File: config.mk
export PLATFORM = sky130hd
export DESIGN_NAME = seg_scan_ctrl
export DESIGN_NICKNAME = d
export VERILOG_FILES = /design/src/rtl/seg_pkg.sv /design/src/rtl/seg_prescaler.sv /design/src/rtl/seg_scan_ctrl.sv
export SDC_FILE = /design/constraint.sdc
export NUM_CORES = 1
export LEC_CHECK = 0
export ABC_AREA = 1
export BUFFER_PORTS_ARGS = -buffer_cell sky130_fd_sc_hd__clkbuf_2
export CAP_MARGIN = 20
export CORE_MARGIN = 2
export CORE_UTILIZATION = 40
export CTS_CLUSTER_DIAMETER = 50
export DETAILED_ROUTE_END_ITERATION = 16
export SETUP_SLACK_MARGIN = 0.5
export SLEW_MARGIN = 20
export SYNTH_ARGS = -nofsm -noshare
export SYNTH_HDL_FRONTEND = slang
export SYNTH_SLANG_ARGS = --single-unit
export TNS_END_PERCENT = 20
File: constraint.sdc
create_clock -name clk -period 1.6 [get_ports clk]
set_clock_uncertainty 0.1 [all_clocks]
set_input_delay 0.32 -clock clk [delete_from_list [all_inputs] [get_ports clk]]
set_output_delay 0.32 -clock clk [all_outputs]
set_load 0.005 [all_outputs]
File: src/rtl/seg_pkg.sv
// Shared types and constants for the 7-segment scan controller.
// Used by seg_scan_ctrl and seg_prescaler.
package seg_pkg;

  typedef enum logic [1:0] {IDLE, BLANK, SHOW} state_t;

  localparam logic [3:0] BCD_MAX = 4'd9;

  // All-ones digit-select pattern for n digits (n <= 8), upper bits zero.
  function automatic logic [7:0] SEL_OFF(input int n);
    logic [7:0] m;
    m = '0;
    for (int i = 0; i < 8; i++) begin
      if (i < n) m[i] = 1'b1;
    end
    return m;
  endfunction

endpackage

File: src/rtl/seg_prescaler.sv
// Slot tick counter: counts 0..PRESCALE-1, flags the last count with wrap,
// and returns to 0 whenever clr is asserted.
module seg_prescaler #(
  parameter int PRESCALE = 50000,
  parameter int TW       = $clog2(PRESCALE)
) (
  input  logic          clk,
  input  logic          rst_n,
  input  logic          clr,
  output logic [TW-1:0] tick,
  output logic          wrap
);

  logic [TW-1:0] tick_reg;

  assign wrap = !clr && (tick_reg == TW'(PRESCALE - 1));
  assign tick = tick_reg;

  always_ff @(posedge clk or negedge rst_n) begin
    if (!rst_n) begin
      tick_reg <= '0;
    end else if (clr || wrap) begin
      tick_reg <= '0;
    end else begin
      tick_reg <= tick_reg + 1'b1;
    end
  end

endmodule

File: src/rtl/seg_scan_ctrl.sv
// Time-multiplexed scan controller for common-cathode 7-segment digits.
// Optional leading-zero blanking is built when SEG_LZB_EN is defined.
module seg_scan_ctrl
  import seg_pkg::*;
#(
  parameter int NUM_DIGITS = 4,
  parameter int PRESCALE   = 50000,
  parameter int DEAD       = 16
) (
  input  logic                    clk,
  input  logic                    rst_n,
  input  logic                    en,
  input  logic                    load,
  input  logic [4*NUM_DIGITS-1:0] din,
  output logic [3:0]              data,
  output logic [NUM_DIGITS-1:0]   sel,
  output logic                    frame_done
);

  localparam int DW    = 4 * NUM_DIGITS;
  localparam int TW    = $clog2(PRESCALE);
  localparam int IDX_W = (NUM_DIGITS > 1) ? $clog2(NUM_DIGITS) : 1;
  localparam logic [IDX_W-1:0]      IDX_LAST = IDX_W'(NUM_DIGITS - 1);
  localparam logic [7:0]            SEL_ALL  = SEL_OFF(NUM_DIGITS);
  localparam logic [NUM_DIGITS-1:0] ALL_OFF  = SEL_ALL[NUM_DIGITS-1:0];

  state_t                state_reg, state_next;
  logic [IDX_W-1:0]      idx_reg, idx_next;
  logic [DW-1:0]         active_reg, active_next;
  logic [DW-1:0]         pending_reg, pending_next;
  logic                  pend_flag_reg, pend_flag_next;
  logic [3:0]            data_reg, data_next;
  logic [NUM_DIGITS-1:0] sel_reg, sel_next;
  logic                  frame_done_reg, frame_done_next;
  logic [NUM_DIGITS-1:0] blank_mask;

  logic [TW-1:0] tick;
  logic          wrap;
  logic          clr;
  logic          boundary;
  logic          xfer;
  logic [3:0]    cur_digit;
  logic          invalid;

  // Counters only run while scanning; leaving IDLE always starts at tick 0.
  assign clr = (state_reg == IDLE) || !en;

  seg_prescaler #(
    .PRESCALE (PRESCALE),
    .TW       (TW)
  ) u_prescaler (
    .clk   (clk),
    .rst_n (rst_n),
    .clr   (clr),
    .tick  (tick),
    .wrap  (wrap)
  );

  assign boundary  = wrap && (idx_reg == IDX_LAST);
  assign xfer      = boundary || ((state_reg == IDLE) && en);
  assign cur_digit = active_reg[{idx_reg, 2'b00} +: 4];
  assign invalid   = (cur_digit > BCD_MAX);

  always_comb begin
    state_next = state_reg;
    if (!en) begin
      state_next = IDLE;
    end else begin
      case (state_reg)
        IDLE:    state_next = BLANK;
        BLANK:   if (tick == TW'(DEAD - 1)) state_next = SHOW;
        SHOW:    if (wrap) state_next = BLANK;
        default: state_next = IDLE;
      endcase
    end
  end

  always_comb begin
    idx_next = idx_reg;
    if (clr) begin
      idx_next = '0;
    end else if (wrap) begin
      idx_next = (idx_reg == IDX_LAST) ? '0 : idx_reg + 1'b1;
    end
  end

  // Words only reach the display at a frame boundary (or on scan start),
  // so a frame never mixes digits from two different loads.
  always_comb begin
    active_next    = active_reg;
    pending_next   = pending_reg;
    pend_flag_next = pend_flag_reg;
    if (xfer) begin
      if (load) begin
        active_next = din;
      end else if (pend_flag_reg) begin
        active_next = pending_reg;
      end
      pend_flag_next = 1'b0;
    end else if (load) begin
      pending_next   = din;
      pend_flag_next = 1'b1;
    end
  end

  always_comb begin
    data_next       = invalid ? 4'd0 : cur_digit;
    sel_next        = ALL_OFF;
    frame_done_next = boundary;
    if (en && (state_reg == SHOW) && !invalid && !blank_mask[idx_reg]) begin
      sel_next[idx_reg] = 1'b0;
    end
  end

`ifdef SEG_LZB_EN
  logic [NUM_DIGITS-1:0] lzb_next, blank_mask_reg;

  // A digit is blanked when it and every digit above it are zero.
  generate
    for (genvar gi = 0; gi < NUM_DIGITS; gi++) begin : g_lzb
      if (gi == 0) begin : g_lsd
        assign lzb_next[gi] = 1'b0;
      end else begin : g_upper
        assign lzb_next[gi] = (active_next[DW-1:4*gi] == '0);
      end
    end
  endgenerate

  always_ff @(posedge clk or negedge rst_n) begin
    if (!rst_n) begin
      blank_mask_reg <= {ALL_OFF[NUM_DIGITS-1:1], 1'b0};
    end else if (xfer) begin
      blank_mask_reg <= lzb_next;
    end
  end

  assign blank_mask = blank_mask_reg;
`else
  assign blank_mask = '0;
`endif

  always_ff @(posedge clk or negedge rst_n) begin
    if (!rst_n) begin
      state_reg      <= IDLE;
      idx_reg        <= '0;
      active_reg     <= '0;
      pending_reg    <= '0;
      pend_flag_reg  <= 1'b0;
      data_reg       <= 4'd0;
      sel_reg        <= ALL_OFF;
      frame_done_reg <= 1'b0;
    end else begin
      state_reg      <= state_next;
      idx_reg        <= idx_next;
      active_reg     <= active_next;
      pending_reg    <= pending_next;
      pend_flag_reg  <= pend_flag_next;
      data_reg       <= data_next;
      sel_reg        <= sel_next;
      frame_done_reg <= frame_done_next;
    end
  end

  assign data       = data_reg;
  assign sel        = sel_reg;
  assign frame_done = frame_done_reg;

endmodule

### Yosys cells after proc, flatten, opt, wreduce, memory -nomap -nowiden

Index checks and enable logic that the tools add are counted.

* output and inout bits: 9
* word-level logic and storage cells: 63
* flip-flop bits (word level): 62

* reductions and logical operators: 21
* mux-type cells: 18
* equality and inequality tests: 7
* shift operators: 1
* magnitude comparators: 3
* bitwise operators: 2
* add/subtract/negate cells: 2

Operators with widths (number)
* 2-to-1 mux 16 bit: 3
* adder 16 x 1 -> 16 bit, second input constant: 1
* equality test 16 bit, second input constant: 1
* equality test 16 x 4 -> 1 bit, second input constant: 1
* variable part select 16 x 5 -> 4 bit: 1
* 2-to-1 mux 2 bit: 6
* 2-to-1 mux 4 bit: 2
* logical AND 1 bit: 7
* case mux 2 bit (3 select lines): 1
* AND reduction 2 bit: 3
* nonzero test 2 bit: 3
* equality test 2 bit, second input constant: 2
* > comparator 4 bit, second input constant: 1
* zero test 1 bit: 4
* 2-to-1 mux 1 bit: 4
* inverter 4 bit: 1
* logical OR 1 bit: 3
* less-than comparator 2 x 3 -> 1 bit, second input constant: 1
* inequality test 3 x 2 -> 1 bit, second input constant: 1
* inequality test 3 bit, second input constant: 1
* adder 2 x 1 -> 2 bit, second input constant: 1
* binary-select mux 1 bit (select 2 bit): 1
* demux 1 bit (select 2 bit): 1
* equality test 2 x 1 -> 1 bit, second input constant: 1
* other kinds (3): 3

### Longest topological paths before layout

Gate-level depths: netlist of run 1.

* word-level depth: 8
* gate-level depth with buffers: 10

### Modules after synthesis

Synthesis of run 1 repeated with hierarchy kept, for this count alone.

* cell total of the unflattened synthesis: 361
* area, all modules: 3140.5 µm²

By module, submodules not included
* seg_scan_ctrl: cells each 242, area each 2232.1 µm², instances 1
* seg_prescaler: cells each 119, area each 908.4 µm², instances 1

### Worst setup path before layout of run 1

No wires, ideal clock.

* path kind: reg-to-reg
* start point: register u_prescaler.tick_reg[0] (netlist: u_prescaler.tick[0])
* end point: register active_reg[13]
* arrival time: 1.458 ns
* path buffers: 1
* stages on the path, launching flop included: 10
* clock period less this slack: 1.675 ns
* slack: -0.075 ns
* path through: dfrtp_1 ha_1 nand3_2 nor2_2 nand4_4 nand2_4 nand2_4 buf_6 nand2_1 nand2_1

* longest elaborated chain between the ends: 5

Ends and longest elaborated chain
* from (decl): RTL line seg_prescaler.sv:14 `logic [TW-1:0] tick_reg;`
* from (signal assigned): RTL line seg_prescaler.sv:25 `tick_reg <= tick_reg + 1'b1;`
* equality test 16 bit: RTL line seg_prescaler.sv:16 `assign wrap = !clr && (tick_reg == TW'(PRESCALE - 1));`
* logical AND 1 bit: RTL line seg_prescaler.sv:16
* logical AND 1 bit: RTL line seg_scan_ctrl.sv:59 `assign boundary = wrap && (idx_reg == IDX_LAST);`
* logical OR 1 bit: RTL line seg_scan_ctrl.sv:60 `assign xfer = boundary || ((state_reg == IDLE) && en);`
* AND reduction 2 bit (no source line)
* to (signal assigned): RTL line seg_scan_ctrl.sv:155 `active_reg <= active_next;`
* to (decl): RTL line seg_scan_ctrl.sv:29 `logic [DW-1:0] active_reg, active_next;`

No other way between the ends.
A chain may end at the register's enable or synchronous reset.

### Worst setup path after layout of run 1

* start point: register u_prescaler.tick_reg[9] (netlist: u_prescaler.tick[9])
* end point: register pending_reg[6]

* longest elaborated chain between the ends: 6

Ends and longest elaborated chain
* equality test 16 bit: RTL line seg_prescaler.sv:16
* logical AND 1 bit: RTL line seg_prescaler.sv:16
* logical AND 1 bit: RTL line seg_scan_ctrl.sv:59
* logical OR 1 bit: RTL line seg_scan_ctrl.sv:60
* inverter 1 bit (no source line)
* AND reduction 2 bit (no source line)
* to (signal assigned): RTL line seg_scan_ctrl.sv:156 `pending_reg <= pending_next;`
* to (decl): RTL line seg_scan_ctrl.sv:30 `logic [DW-1:0] pending_reg, pending_next;`

No other way between the ends.

==> results.md, run 1 <==
* Status: finished clean
* Sequential area share after synthesis at 50.90%
* Nets at 462
* Vias per cell at ~4.8
* Max VDD drop at ~0.66 mV
* RSZ-0062 raised after global routing: yes
* Synth cell types at 29
* Post-layout min period at between 1.5 and 2 ns
* First-pass GRT wire length at roughly 12,000 µm
* Num CTS Buffers at 9
* Placed insts at between 500 and 600
* First-pass iteration count of the detailed router at 5
* Hold Slack at ~0.13 ns
* Final Cell Area at 0.003776 mm²
* Peak Freq at 0.6478 GHz
* Via Count at 2,620
* Avg Cell Area, Syn at 7.963 µm²
* GP Congestion at roughly 0.87
* Largest net degree at the start of global routing at 63
* Routed WL at around 6600 µm
* Row count at 31
* Placement Cell Area at ~0.0035 mm²
* HP Class: in -> reg
* Yosys warning total at 0
* Final Total Pwr at about 5 mW
* Synthesized cell area at a little over 0.003 mm²
* Vias in the first global route at around 2,500
* Final ANT Viol Nets at 0
* Reg2Reg Depth at 8
* Final Hold Fails at 0
* Starting Density at approximately two fifths
* Die X at 91.44 µm
* Tot GR Track Use at around 18%
* Initial antenna violation count at 0
* Register bit total from synthesis at 62
* Slew at the pin with the worst max-slew slack at ~0.35 ns
* Ant. Diodes at 0
* Worst Setup Start Kind: register
* Critical Path RT at between 1.5 and 2 ns
* H-tree depth at 3
* Syn_nets at a little over 400
* Clock Sinks at 62
* Finish-stage setup viols at 0
* Commonest non-fill, non-tap cell in the layout: nand2_1
* P&R area growth vs syn at 23.49%
* # DRC at 0
* Root buf cell: clkbuf_8
* Crit path max fanout at 17
* Critical path capture point type: register
* Max Cap Violations at 0
* Most frequent cells in the layout: nand2_1, dfrtp_1, nor2_1
* Die Span Y at approximately 90 µm
* Worst EP arrival at around 1.7 ns
* Final std cells w/o fill at 541
* Share of layout cells above drive strength 1 at between 20% and 30%
* Syn Inst Count at 384
* Max clock buf depth at 2
* Initial DRC Count at around 110
* Worst slew margin at approximately 76%
* PD cells at roughly 1300 mW/mm²
* Worst Hold Depth at 3
* Core area at 0.007331 mm²
* Total grt overflow at 0
* Ports at 29
* Die Area at ~0.0084 mm²
* Final Cycle Share at 96.49%
* Max-slew violations at 0
* Detail-routed net length per standard cell at 12.22 µm
* Detail Placement HPWL at between 4000 and 5000 µm
* Final core occ at 51.51%
* Clock Latency Late Sink at 0.34 ns
* Leak at approximately 1.9 nW
* CTS tree: done
* Reg clk slew, reported paths at approximately 0.07 ns
* # port buffers at 28
* Crit path kind: reg -> reg
[power breakdown]
group	internal [mW]	switching, mW	total (mW)
sequential	1.98	0.220	2.20
combinational	0.650	0.941	1.59
clock	0.693	0.570	1.26
total	3.32	1.73	5.06
[metal layers]
layer  GRT usage, %  routed length [µm]  vias up
met5              0                   0        -
met4          5.429                  81        0
met3          5.560                 339        8
met2          26.10                2905       56
met1          24.25                3283     1208
li1               -                   -     1348
[per-stage QoR]
step	TNS [ns]	setup WS [ns]
3_3_place_gp	0	0.01131
4_1_cts	0	0.03680
2_1_floorplan	-0.06787	-0.006795
6_report	0	0.05620
3_5_place_dp	-0.4094	-0.02599
5_1_grt	-2.335	-0.09462
[area by class of cell]
| cell class | count | area [µm²] |
|---|---|---|
| fillers | 710 | 3555 |
| well taps | 99 | 123.9 |
| repair buffers | 55 | 395.4 |
| inverters | 24 | 91.34 |
| clock buffers | 16 | 180.2 |
| flip-flops and latches | 62 | 1556 |
| multi-input cells | 285 | 1429 |
[repair_timing]
action	4_1_cts	5_1_grt
pin swaps	3	3
setup buffers	2	2
endpoints found under the setup margin	71	71
endpoints found under the hold margin	58	0
hold buffers	1	0
gates resized for setup	6	17
[critical path, cell delays in order (launching register included)]
cell	delay [ns]
dfrtp_1	0.38
nand2_1	0.14
clkinv_2	0.10
nand2_2	0.06
nor2_4	0.14
nand4_4	0.13
buf_4	0.23
nand4_1	0.09
nand2_1	0.06
[Yosys cell counts, drive strengths merged]
cell	count	share of area (%)
nand3	32	5.6
nand4	18	4.2
clkinv	2	0.25
o22ai	1	0.20
a22oi	1	0.25
clkbuf	6	0.74
and3	1	0.20
ha	5	2.0
nor2	46	6.1
xor2	6	1.7
buf	7	1.5
dfrtp	58	47
nor3	8	1.3
o21ai	12	2.0
dfstp	4	3.4
a21oi	9	1.5
nor4	1	0.20
nand2	142	18
nor3b	3	0.74
inv	22	2.7
[path summary, 6_finish.rpt]
path,from,end,slack (ns)
max,u_prescaler.tick[9]$_DFF_PN0_,pending_reg[6]$_DFFE_PN0P_,0.06
min,din[14],pending_reg[14]$_DFFE_PN0P_,0.13
max reg2reg,u_prescaler.tick[9]$_DFF_PN0_,pending_reg[6]$_DFFE_PN0P_,0.06
min reg2reg,pending_reg[2]$_DFFE_PN0P_,pending_reg[2]$_DFFE_PN0P_,0.37
max in group asynchronous,rst_n,sel[0]$_DFF_PN1_,0.65
min in group asynchronous,rst_n,u_prescaler.tick[9]$_DFF_PN0_,0.42
[kinds of logic (layout without fill, tap and decap cells)]
logic type                 after synthesis  in the layout  synth area share [%]
DFF                                     62             62                 50.90
buffers and inverters                   37             95                 5.196
and+or+nand+nor                        251            251                 36.25
AOI/OAI and AO/OA                       23             23                 3.887
xor gates and xnor gates                 6              6                 1.718
adders and majority gates                5              5                 2.046
(Power assumes the default switching activity.)
==> run 2: changes to the inputs <==
- CORE_UTILIZATION: 40 -> 25
- GPL_ROUTABILITY_DRIVEN: unset -> 1
==> run 2 against run 1 <==
  * Cell area is 8.4% higher
  * Die area is 57% higher
  * Count of clock-buffer cells in the layout is 6 lower
  * Clock power is 75% higher
  * Final cell count is 11% higher
  * Total power is 22% higher
  * Wire length is 11% higher
  * Flip-flop and latch count stayed put
  * The run now ends with hold timing left
==> results.md, run 2 (synthesis results as in run 1) <==
* Status: finished with violations
* Failing checks: hold timing
* Final Cell Area at roughly 0.0041 mm²
* Clock Latency Late Sink at between 0.3 and 0.4 ns
* Register area at roughly 0.0016 mm²
* CTS tree: done
* HP Class: in -> async
* Row count at 40
* P&R area growth vs syn at 33.84%
* Final-layout fill cell count at between 1,000 and 1,500
* Cell Int Power at 4.241 mW
* Crit path max fanout at 5
* Leak at a little over 2 nW
* Critical path capture point type: register
* Max-slew violations at 0
* Tot GR Track Use at 12.15%
* Largest net degree at the start of global routing at 32
* Vias in the first global route at 2,719
* # DRC at 0
* Clock Sinks at 62
* Initial DRC Count at ~140
* PD cells at 1507 mW/mm²
* Worst Path Buf+Inv at 1
* Total grt overflow at 0
* Nets at between 400 and 500
* CP top delay family: simple AND/OR/NAND/NOR gates
* Final Hold Fails at 13
* Crit path kind: reg -> reg
* Share of layout cells above drive strength 1 at 25.50%
* Critical Path RT at 1.77 ns
* Ant. Diodes at 0
* Multi-input logic area at between 0.001 and 0.0015 mm²
* Slowest-stage cell, CP: dfrtp_1
* Worst R2R Start: u_prescaler.tick[1]$_DFF_PN0_
* Setup ws final at roughly 0.033 ns
* Num CTS Buffers at 9
* First-pass iteration count of the detailed router at 4
* Worst Setup Start Kind: register
* Root buf cell: clkbuf_16
* Placement Cell Area at approximately 0.0036 mm²
* # port buffers at 28
* Finish-stage setup viols at 0
* Die X at ~110 µm
* Post-layout min period at 1.567 ns
* Peak Freq at between 0.6 and 0.7 GHz
* Worst EP arrival at between 1.5 and 2 ns
* Critical path's largest stage delay at 0.35 ns
* Most frequent cells in the layout: nand2_1, dfrtp_1, nor2_1
* First-pass GRT wire length at ~13,000 µm
* Dpl ws at -0.001003 ns
* Max VDD drop at ~0.59 mV
* Final core occ at between 30% and 40%
* Max Cap Violations at 0
* Final std cells w/o fill at between 500 and 600
* H-tree depth at 3
* Reg clk slew, reported paths at around 0.06 ns
* Hold Slack at -0.1310 ns
* Via Count at ~2,700
* Routed WL at roughly 7300 µm
* Starting Density at approximately a quarter
* Detail Placement HPWL at about 5000 µm
* Net Sw Frac at between 30 and 40%
* Detail-routed net length per standard cell at 12.25 µm
* Clock power frac at a little over a third
* Slew at the pin with the worst max-slew slack at between 0.5 and 0.6 ns
* Ports at 29
* Initial antenna violation count at 0
* GP Congestion at slightly below 0.9
* Core area at ~0.012 mm²
* Sum Neg Setup Slack at 0 ns
* Critical path, cell by cell: ha_2 -> nand3_4 -> nor2_4 -> nand4_4 -> nand2_4 -> buf_2 -> nand3_1 -> nand2_1
* Seq pwr share at between 30% and 40%
* RSZ-0062 raised after global routing: yes
* Placed insts at between 500 and 600
* Sw Pwr at ~1.9 mW
* Commonest non-fill, non-tap cell in the layout: nand2_1
* Worst slew margin at ~65%
* Max clock buf depth at 2
* Combinational share of power at between 20% and 30%
* Final ANT Viol Nets at 0
* Die Span Y at 114.6 µm
* Final Cycle Share at 97.94%
* Die Area at between 0.01 and 0.015 mm²
* Vias per cell at ~4.5
* Crit path launch: u_prescaler.tick[1]$_DFF_PN0_
-- run 2: through the flow --
step           power, mW  hold WS (ns)
2_1_floorplan      3.161      -0.07559
3_3_place_gp       3.733        0.2243
3_5_place_dp       3.770        0.2214
4_1_cts            6.054       -0.1315
5_1_grt            6.571       -0.1111
6_report           6.166       -0.1310
-- run 2: metal layers --
metal	share of wire, %	global-route usage [%]	routed length [µm]
met5	0	0	0
met4	1.8	3.902	135
met3	4.8	3.864	350
met2	46	18.38	3340
met1	48	16.49	3498
-- run 2: final cells by class --
cell class	count	area share, %
clock buffer	10	5.595
clock inverter	6	2.690
inverter	24	2.201
multi-input combinational	285	35.07
sequential	62	38.09
tap	147	4.494
timing repair buffer	64	11.86
-- run 2: power by group through the flow --
stage	Combinational (mW)	Clock [mW]	Sequential, mW
after floorplan	0.984	0	2.18
after CTS	1.58	2.26	2.21
after detailed placement	1.53	0	2.24
after global placement	1.52	0	2.22
after global routing	1.98	2.32	2.27
final	1.74	2.20	2.22
-- run 2: worst paths after layout --
| check | slack [ns] | depth (start not counted) | endpoint |
|---|---|---|---|
| setup / recovery | 0.03 | 8 | active_reg[10]$_DFFE_PN0P_ |
| hold / removal | -0.13 | 1 | u_prescaler.tick[7]$_DFF_PN0_ |
| setup reg to reg | 0.03 | 8 | active_reg[10]$_DFFE_PN0P_ |
| hold reg to reg | 0.37 | 2 | pending_reg[7]$_DFFE_PN0P_ |
| max in group asynchronous | 0.99 | 2 | sel[1]$_DFF_PN1_ |
| min in group clk | 0.14 | 3 | pending_reg[14]$_DFFE_PN0P_ |
-- run 2: timing repair --
item	in CTS	in global routing
gates resized for setup	4	32
gates cloned	0	1
setup buffers	2	5
setup endpoints to repair	71	71
endpoints found under the hold margin	13	13
pin swaps	4	18
==> run 3: changes to the inputs <==
- MAX_ROUTING_LAYER: unset -> met4
==> run 3 against run 2 <==
  * The run still ends with hold timing left
  * Critical endpoint is now active_reg[0]$_DFFE_PN0P_
  * Setup slack better by 0.0020 ns
  * Highest routed layer unchanged
  * Cell area unchanged
  * Register-to-register slack hardly changed
==> results.md, run 3 (synthesis results as in run 1) <==
* Status: finished with violations
* Failing checks: hold timing
* Global route hottest layer: met2
* Largest net degree at the start of global routing at 32
* Sw Pwr at 1.929 mW
* Initial DRC Count at around 120
* H-tree depth at 3
* Slew at the pin with the worst max-slew slack at between 0.5 and 0.6 ns
* Met1 GRT Util at about 17%
* First-pass iteration count of the detailed router at 4
* Crit path max fanout at 5
* Final std cells w/o fill at ~600
* Critical path capture point type: register
* HP Class: in -> async
* Die Span Y at roughly 110 µm
* Vias per cell at about 4.5
* Final-layout fill cell count at 1,225
* Slowest-stage cell, CP: dfrtp_1
* Combinational share of power at 28.3%
* Share of layout cells above drive strength 1 at between 20% and 30%
* CTS tree: done
* Seq pwr share at between 30% and 40%
* Max-slew violations at 0
* Placed insts at roughly 570
* Die X at 114.6 µm
* Clock power frac at 35.7%
* # port buffers at 28
* Num CTS Buffers at 9
* Worst R2R Start: u_prescaler.tick[1]$_DFF_PN0_
* Cell Int Power at approximately 4.2 mW
* Total grt overflow at 0
* Final Total Pwr at between 6 and 7 mW
* Initial antenna violation count at 0
* Critical Path RT at 1.76 ns
* Die Area at 0.01313 mm²
* Post-layout min period at 1.565 ns
* Clock Sinks at 62
* Critical path's largest stage delay at around 0.35 ns
* Max Cap Violations at 0
* Final ANT Viol Nets at 0
* GRT met2 Usage at between 15 and 20%
* Core area at roughly 0.012 mm²
* Row count at 40
* Leak at 2.024 nW
* Finish-stage setup viols at 0
* Detail-routed net length per standard cell at roughly 12 µm
* Worst Setup Start Kind: register
* Final Cycle Share at about 98%
* GP Congestion at slightly below 0.9
* Crit path kind: reg -> reg
* Net Sw Frac at a little under a third
* Peak Freq at approximately 0.64 GHz
* Final Hold Fails at 13
* Ports at 29
* Clock Latency Late Sink at 0.32 ns
* PD cells at about 1500 mW/mm²
* Nets at 471
* Vias in the first global route at about 2,700
* Max clock buf depth at 2
* Ant. Diodes at 0
* Max VDD drop at 0.5950 mV
* Worst slew margin at approximately 65%
* Tot GR Track Use at 12.47%
* First-pass GRT wire length at ~13,000 µm
* # DRC at 0
* Via Count at 2,701
* Starting Density at ~26%
* Reg clk slew, reported paths at roughly 0.06 ns
* Detail Placement HPWL at about 5100 µm
* Commonest non-fill, non-tap cell in the layout: nand2_1
* Worst EP arrival at approximately 1.7 ns
* Routed WL at around 7300 µm
* Grt met3 use at about 3.4%
* Critical path, cell by cell: ha_2 -> nand3_4 -> nor2_4 -> nand4_4 -> nand2_4 -> buf_6 -> nand3_1 -> nand2_1
* Root buf cell: clkbuf_16
* Crit path launch: u_prescaler.tick[1]$_DFF_PN0_
* Most frequent cells in the layout: nand2_1, dfrtp_1, nor2_1
* Hold Slack at -0.1323 ns
* P&R area growth vs syn at 33.84%
* RSZ-0062 raised after global routing: yes
* CP top delay family: simple AND/OR/NAND/NOR gates
* Worst Path Buf+Inv at 1
## run 3: cell counts in the layout (fill, tap and decap cells not counted)
No cell type changed its count.
## run 3: final timing paths
check                                           endpoint  slack [ns]  cells past startpoint
setup / recovery               active_reg[0]$_DFFE_PN0P_        0.03                      8
hold / removal             u_prescaler.tick[7]$_DFF_PN0_       -0.13                      1
setup reg to reg               active_reg[0]$_DFFE_PN0P_        0.03                      8
hold reg to reg               pending_reg[7]$_DFFE_PN0P_        0.37                      2
max in group asynchronous               sel[1]$_DFF_PN1_        1.00                      2
min in group clk             pending_reg[14]$_DFFE_PN0P_        0.14                      3
## run 3: layout make-up
cell class / instances / area [µm²] / area share (%)
Clock inverter: 6 / 110.1 / 2.690
Inverter: 24 / 90.09 / 2.201
Timing Repair Buffer: 64 / 485.5 / 11.86
Multi-Input combinational cell: 285 / 1435 / 35.07
Tap cell: 147 / 183.9 / 4.494
Sequential cell: 62 / 1559 / 38.09
Clock buffer: 10 / 229.0 / 5.595
## run 3: layer usage
layer / share of wire (%) / wire length (µm)
met1: 49 / 3567
met2: 46 / 3333
met3: 4.3 / 318
met4: 1.4 / 104
met5: 0 / 0
## run 3: what timing repair did
action / 4_1_cts / 5_1_grt
endpoints found under the setup margin: 71 / 71
pin swaps: 4 / 18
setup buffers: 2 / 5
hold endpoints to repair: 13 / 13
gates resized for setup: 4 / 32
gates cloned: 0 / 1
## run 3: power groups by stage
| stage | logic, mW | clock network [mW] | registers, mW |
|---|---|---|---|
| final | 1.74 | 2.20 | 2.22 |
| after global routing | 1.98 | 2.32 | 2.27 |
| after CTS | 1.58 | 2.26 | 2.21 |
| after detailed placement | 1.53 | 0 | 2.24 |
| after global placement | 1.52 | 0 | 2.22 |
| after floorplan | 0.984 | 0 | 2.18 |
## run 3: through the flow
step                cell area, µm²  util [%]  hold WS, ns  setup slack (ns)  setup TNS [ns]
CTS                           3966     33.16      -0.1315           0.03410               0
floorplan                     3065         -     -0.07559         -0.006795        -0.06787
global route                  4093     34.22      -0.1087          -0.06868          -1.305
global placement              3593     30.04       0.2243           0.04075               0
finish                        4093     34.22      -0.1323           0.03490               0
detailed placement            3593     30.04       0.2214         -0.001003       -0.001003
